==> src/rtl/imm_gen_pipe.sv <==
// Registered RV32/RV64 immediate generator behind a valid/ready handshake.
// A 2-entry skid buffer keeps full throughput with IN_READY driven from registers only.
module imm_gen_pipe #(
  parameter int XLEN  = 32,
  parameter int TAG_W = 8
) (
  input  logic             CLK,
  input  logic             RESET,
  input  logic             FLUSH,
  input  logic             IN_VALID,
  output logic             IN_READY,
  input  logic [31:0]      INST,
  input  logic [3:0]       SELECT,
  input  logic [TAG_W-1:0] IN_TAG,
  output logic             OUT_VALID,
  input  logic             OUT_READY,
  output logic [XLEN-1:0]  OUT,
  output logic [TAG_W-1:0] OUT_TAG
);

  if (!(XLEN == 32 || XLEN == 64)) begin : g_bad_xlen
    $error("imm_gen_pipe: XLEN must be 32 or 64");
  end
  if (TAG_W < 1 || TAG_W > 64) begin : g_bad_tag
    $error("imm_gen_pipe: TAG_W must be in 1..64");
  end

  typedef struct packed {
    logic [XLEN-1:0]  imm;
    logic [TAG_W-1:0] tag;
  } entry_t;

  typedef enum logic [1:0] {EMPTY = 2'd0, ONE = 2'd1, TWO = 2'd2} state_t;

  // Every signed format has its MSB at INST[31]; decode into 64 bits, then truncate.
  logic        sgn;
  logic [63:0] ext;
  always_comb begin
    sgn = INST[31] & ~SELECT[3];
    ext = '0;
    case (SELECT[2:0])
      3'b000:  ext = {{32{sgn}}, INST[31:12], 12'b0};
      3'b001:  ext = {{43{sgn}}, INST[31], INST[19:12], INST[20], INST[30:21], 1'b0};
      3'b010:  ext = {{52{sgn}}, INST[31:20]};
      3'b011:  ext = {{51{sgn}}, INST[31], INST[7], INST[30:25], INST[11:8], 1'b0};
      3'b100:  ext = {{52{sgn}}, INST[31:25], INST[11:7]};
      3'b101:  ext = (XLEN == 64) ? {58'b0, INST[25:20]} : {59'b0, INST[24:20]};
      3'b110:  ext = {59'b0, INST[19:15]};
      default: ext = '0;
    endcase
  end

  logic unused_bits;
  assign unused_bits = ^{INST[6:0], ext};

  entry_t din;
  assign din = '{imm: ext[XLEN-1:0], tag: IN_TAG};

  state_t state;
  entry_t head, skid;
  logic   acc, cons;

  assign acc  = IN_VALID & IN_READY;
  assign cons = OUT_VALID & OUT_READY;

  always_ff @(posedge CLK or posedge RESET) begin
    if (RESET) begin
      state     <= EMPTY;
      head      <= '0;
      skid      <= '0;
      IN_READY  <= 1'b1;
      OUT_VALID <= 1'b0;
    end else if (FLUSH) begin
      state     <= EMPTY;
      IN_READY  <= 1'b1;
      OUT_VALID <= 1'b0;
    end else begin
      case (state)
        EMPTY: if (acc) begin
          head      <= din;
          state     <= ONE;
          OUT_VALID <= 1'b1;
        end
        ONE: begin
          if (acc && cons) begin
            head <= din;
          end else if (acc) begin
            skid     <= din;
            state    <= TWO;
            IN_READY <= 1'b0;
          end else if (cons) begin
            state     <= EMPTY;
            OUT_VALID <= 1'b0;
          end
        end
        TWO: if (cons) begin
          head     <= skid;
          state    <= ONE;
          IN_READY <= 1'b1;
        end
        default: begin
          state     <= EMPTY;
          IN_READY  <= 1'b1;
          OUT_VALID <= 1'b0;
        end
      endcase
    end
  end

  assign OUT     = head.imm;
  assign OUT_TAG = head.tag;

endmodule

==> config.mk <==
export PLATFORM = sky130hd
export DESIGN_NAME = imm_gen_pipe
export DESIGN_NICKNAME = d
export VERILOG_FILES = /design/src/rtl/imm_gen_pipe.sv
export SDC_FILE = /design/constraint.sdc
export NUM_CORES = 1
export LEC_CHECK = 0
export CAP_MARGIN = 0
export CORE_MARGIN = 2
export CORE_UTILIZATION = 30
export CTS_CLUSTER_SIZE = 25
export DETAILED_ROUTE_END_ITERATION = 10
export PLACE_DENSITY = 0.51
export SYNTH_ARGS = -nofsm -noshare
export SYNTH_HDL_FRONTEND = slang
export SYNTH_SLANG_ARGS = --single-unit
==> constraint.sdc <==
create_clock -name CLK -period 3.37 [get_ports CLK]
set_input_delay 0.674 -clock CLK [delete_from_list [all_inputs] [get_ports CLK]]
set_output_delay 0.674 -clock CLK [all_outputs]
set_load 0.01 [all_outputs]
# Word level (Yosys, flattened, before mapping)
# Index checks and enable logic that the tools add are counted.
# op_classes
n_bitwise	6
n_reduce_logical	9
muxes	23
eq_ne	20
# ops
operator	n
32-bit one-hot mux with 7 select lines	1
40-bit two-way mux	3
40-bit one-hot mux with 3 select lines	1
3-bit != test, second input constant	6
2-bit two-way mux	6
4-bit AND reduction	3
2-bit != test, second input constant	5
5-bit AND reduction	2
3-bit equality test, second input constant	3
1-bit two-way mux	9
3-bit by 2-bit equality test with 1-bit output, second input constant	2
1-bit one-hot mux with 3 select lines	2
2-bit one-hot mux with 3 select lines	1
4-bit != test, second input constant	1
1-bit AND	3
3-bit by 1-bit equality test with 1-bit output, second input constant	1
3-bit zero test	1
1-bit NOT	3
3-bit nonzero test	1
2-bit by 1-bit equality test with 1-bit output, second input constant	1
2-bit equality test, second input constant	1
2-bit zero test	1
1-bit logical AND	1
# totals
register_bits	84
word_cells	65

# Logic depth before layout (Yosys ltp)
# logic_depth
depth_word	6
ltp_mapped	7
mapped_depth_nobuf	4

# Worst setup path before layout
# Ideal clock, no wire load.
# synth_timing
path_kind	input to register
from	in INST[31]
to	reg head, in the netlist OUT[13]
arrival_ns	1.678
cell_stages	5
setup_time_ns	0.074
path_buffers	1
setup_slack_ns	1.618
cell_sequence	buf_4 -> or4bb_1 -> o211a_4 -> o2bb2ai_1 -> o21ai_2
# synth_via
elab_chain_len	4
elab_cells_between_ends	5
classes_between	4 x mux; 1 x bitwise
# synth_rtl
item	line	text
start: declaration	12	input logic [31:0] INST,
1-bit AND (*)	39	sgn = INST[31] & ~SELECT[3];
32-bit one-hot mux with 7 select lines (*)	41	case (SELECT[2:0])
40-bit two-way mux, on equally long branches	85, 79	
40-bit one-hot mux with 3 select lines (*)	78	case (state)
end signal: assignment	80	head <= din;
end signal: assignment	86	head <= din;
end signal: assignment	97	head <= skid;
end: declaration	60	entry_t head, skid;
# Mark *: on every way between the ends. The rest lies on a longest branch, timed or not. The select of a mux whose other input is x is not followed.
# A chain may end at the register's enable or synchronous reset.

# Final worst setup path
# layout_timing
from	in SELECT[1]
to	reg head, in the netlist OUT[11]
# layout_via
elab_chain_len	4
elab_cells_between_ends	11
classes_between	6 x eq/ne; 4 x mux; 1 x reduce/logical
# layout_rtl
item	line	text
start: declaration	13	input logic [3:0] SELECT,
3-bit equality test, or another cell as far along	41	
32-bit one-hot mux with 7 select lines (*)	41	
40-bit two-way mux, on equally long branches	85, 79	
40-bit one-hot mux with 3 select lines (*)	78	
# Marked as above.

==> impl_metrics.ini <==
[cts]
cts_buffers = 9
clockRootBuffer = clkbuf_16
post_cts_buffers = 0
clock_latency_ns = 0.34
htreeDepth = 3
cts_resized = 0
clk_pin_slew_worst_paths_ns = 0.06
cts_sinks = 84
cts_buffer_depth = 2
hold_buffers = 0
cts_tree = done

[die]
die_w_um = 123
core.rowCount = 43
start_util_pct = 30.7
die-area_sq_mm = 0.0151
core-area_sq_mm = 0.0138
io_pins = 91
die_y_um = 123

[logic_synthesis]
syn_inst = 466
synth-async-reset-ratio_pct = 100
ys_types = 57
syn_avg_cell_area_sq_um = 9.10
synth_edf_count = 0
yosysSeqAreaShare_pct = 49.6
ys_seq_elements = 84
netlist_area_sq_mm = 0.00424
synth_ff_type = dfrtp_1
syn_nets = 515
ys_warn_count = 0

[global_routing]
first_global_vias = 3621
grt_max_degree = 85
grt_usage_pct = 15.8
globalRouteOverflowTotal = 0
grt_pass1_wl_um = 18400
antenna_found_initial = 0

[status]
status = complete, no violations

[sta]
rsz0062_at_grt = false
period_needed_ns = 2.41
finalHoldViolCount = 0
fmax_mhz = 416
slew_violations = 0
tightest_slew_ns = 1.07
final.period_utilization_pct = 71.4
finalSetupTns_ns = 0
clock_skew_ns = 0.00534
relSlewSlack_pct = 28.5
setup_viol_count_final = 0

[detailed_routing]
wl_per_cell_um = 15.5
route.final.wire_length_um = 11300
initialDrtViolationCount = 284
ant_nets = 0
dr.pass1.iters = 5
drc = 0
vias = 3608
via_per_inst = 4.96

[layout]
utilization_pct = 40.1
num-nets-final = 592
diodes = 0
drive_above_1_share_pct = 11.7
area_delta_synth_final_pct = 30.6

[setup_path]
crit_fanout = 10
worstPathArrival_ns = 2.68
worstPathCellList = clkdlybuf4s50_1 > nor2b_1 > a221oi_2 > a211oi_1 > a21o_1
cp.required_ns = 3.65
setup.worst_path.class = in -> reg
slowest_stage = clkdlybuf4s50_1
cp_slowest_stage_delay_ns = 0.72
cp-start-kind = input pin
crit_buf_inv = 1
crit_family = buffers and inverters
end_kind = flop

[pwr]
p_sw_w = 0.00121
combPwrFrac_pct = 31.3
cellPowerDensity_mw_per_mm2 = 712
power_frac_clock_pct = 26.7
p_leak_nw = 2.37
pwr-share-seq_pct = 42.0
internal-power_w = 0.00273
switching_share_pct = 30.7
vdd_drop_max_mv = 0.256

[job]
maxCapViolCount = 0

[placement]
numPortBuffers = 83
gp_congestion = 0.823
post-dp-hpwl_um = 7640

[worst_hold_path]
min_path_type = reg -> reg
placed cells by master (no fill, tap or decap), types with 3 or more instances in the layout:
master	count
nand2_1	101
dfrtp_1	83
clkdlybuf4s50_1	83
nor2_1	49
a21oi_1	40
nand3_1	26
o21ai_0	14
buf_4	14
a31oi_1	13
o21ai_1	11
and3_1	10
clkbuf_16	9
o2bb2ai_1	8
a221o_1	8
o21ai_2	7
mux2_2	6
inv_1	5
nor2b_1	3
and2_1	3
a211oi_1	3
a21o_1	3
clkinv_2	3
final cells by class:
cell class | instances | area (sq um)
Clock buffer | 10 | 229
Clock inverter | 6 | 87.6
Fill cell | 1368 | 8290
Inverter | 6 | 23.8
Multi-Input combinational cell | 343 | 1900
Sequential cell | 84 | 2100
Tap cell | 180 | 225
Timing Repair Buffer | 99 | 976
per-stage QoR:
step / worst slack (ns) / total power, W / std cells / area [sq um] / hold WS (ns)
after floorplan: 0.533 / 0.00232 / 466 / 4240 / 0.439
after global placement: 0.655 / 0.00289 / 712 / 5230 / 0.454
after detailed placement: 0.646 / 0.00292 / 712 / 5230 / 0.457
after CTS: 0.995 / 0.00400 / 728 / 5540 / 0.471
after global routing: 0.789 / 0.00422 / 728 / 5540 / 0.493
final: 0.964 / 0.00394 / 728 / 5540 / 0.469
registers in the layout (all words and copies together) (netlist names):
register / count
IN_READY: 1
state: 2
OUT: 32
OUT_TAG: 8
OUT_VALID: 1
skid: 40
synth_stat cells (3+ instances only):
master	number	area share, %
nand2_1	101	8.9
buf_6	6	1.6
clkbuf_1	5	0.44
a211oi_1	3	0.53
o21ai_1	11	1.3
a21oi_1	40	4.7
mux2_2	6	1.6
nand3_1	26	3.1
nor2_1	49	4.3
dfrtp_1	83	49
nor2b_1	3	0.44
o2bb2ai_1	8	1.7
a21o_1	3	0.53
and3_1	10	1.5
buf_4	6	1.1
buf_2	14	1.7
and2_1	3	0.44
a221o_1	8	1.9
o21ai_0	14	1.7
inv_1	6	0.53
o21ai_2	7	1.4
a31oi_1	13	1.9
metal layers:
metal	routed length, um	GRT usage, %
met2	5220	24.7
met1	5350	21.8
met3	514	2.35
met5	0	0
met4	212	6.97
worst min-delay path, cell delays in order (launching register included):
cell and delay, ns:
dfrtp_1 0.34, nand2_1 0.05, nand2_1 0.05
cell families after synthesis:
logic type             count (synthesis)  synth area share, %
DFF                                   84                 49.6
buffers and inverters                 39                 5.75
AOI/OAI and AO/OA                    126                 20.2
and+or+nand+nor                      209                 22.4
muxes                                  8                 2.06
path summary, 6_finish.rpt:
check | slack (ns) | startpoint | cells past startpoint | to
setup / recovery | 0.96 | SELECT[1] | 5 | OUT[11]
hold / removal | 0.47 | skid[11] | 2 | skid[11]
setup reg to reg | 1.29 | state[0] | 4 | OUT[15]
hold reg to reg | 0.47 | skid[11] | 2 | skid[11]
max in group asynchronous | 2.27 | RESET | 3 | IN_READY
min in group asynchronous | 0.76 | RESET | 3 | OUT[14]
power by group through the flow:
stage               Sequential (W)  Clock [W]  Combinational [W]
CTS                        0.00166    0.00109            0.00125
detailed placement         0.00168          0            0.00125
finish                     0.00166    0.00105            0.00123
global route               0.00171    0.00114            0.00137
floorplan                  0.00172          0           0.000601
global placement           0.00166          0            0.00123
Power figures use the tool's default switching activity.
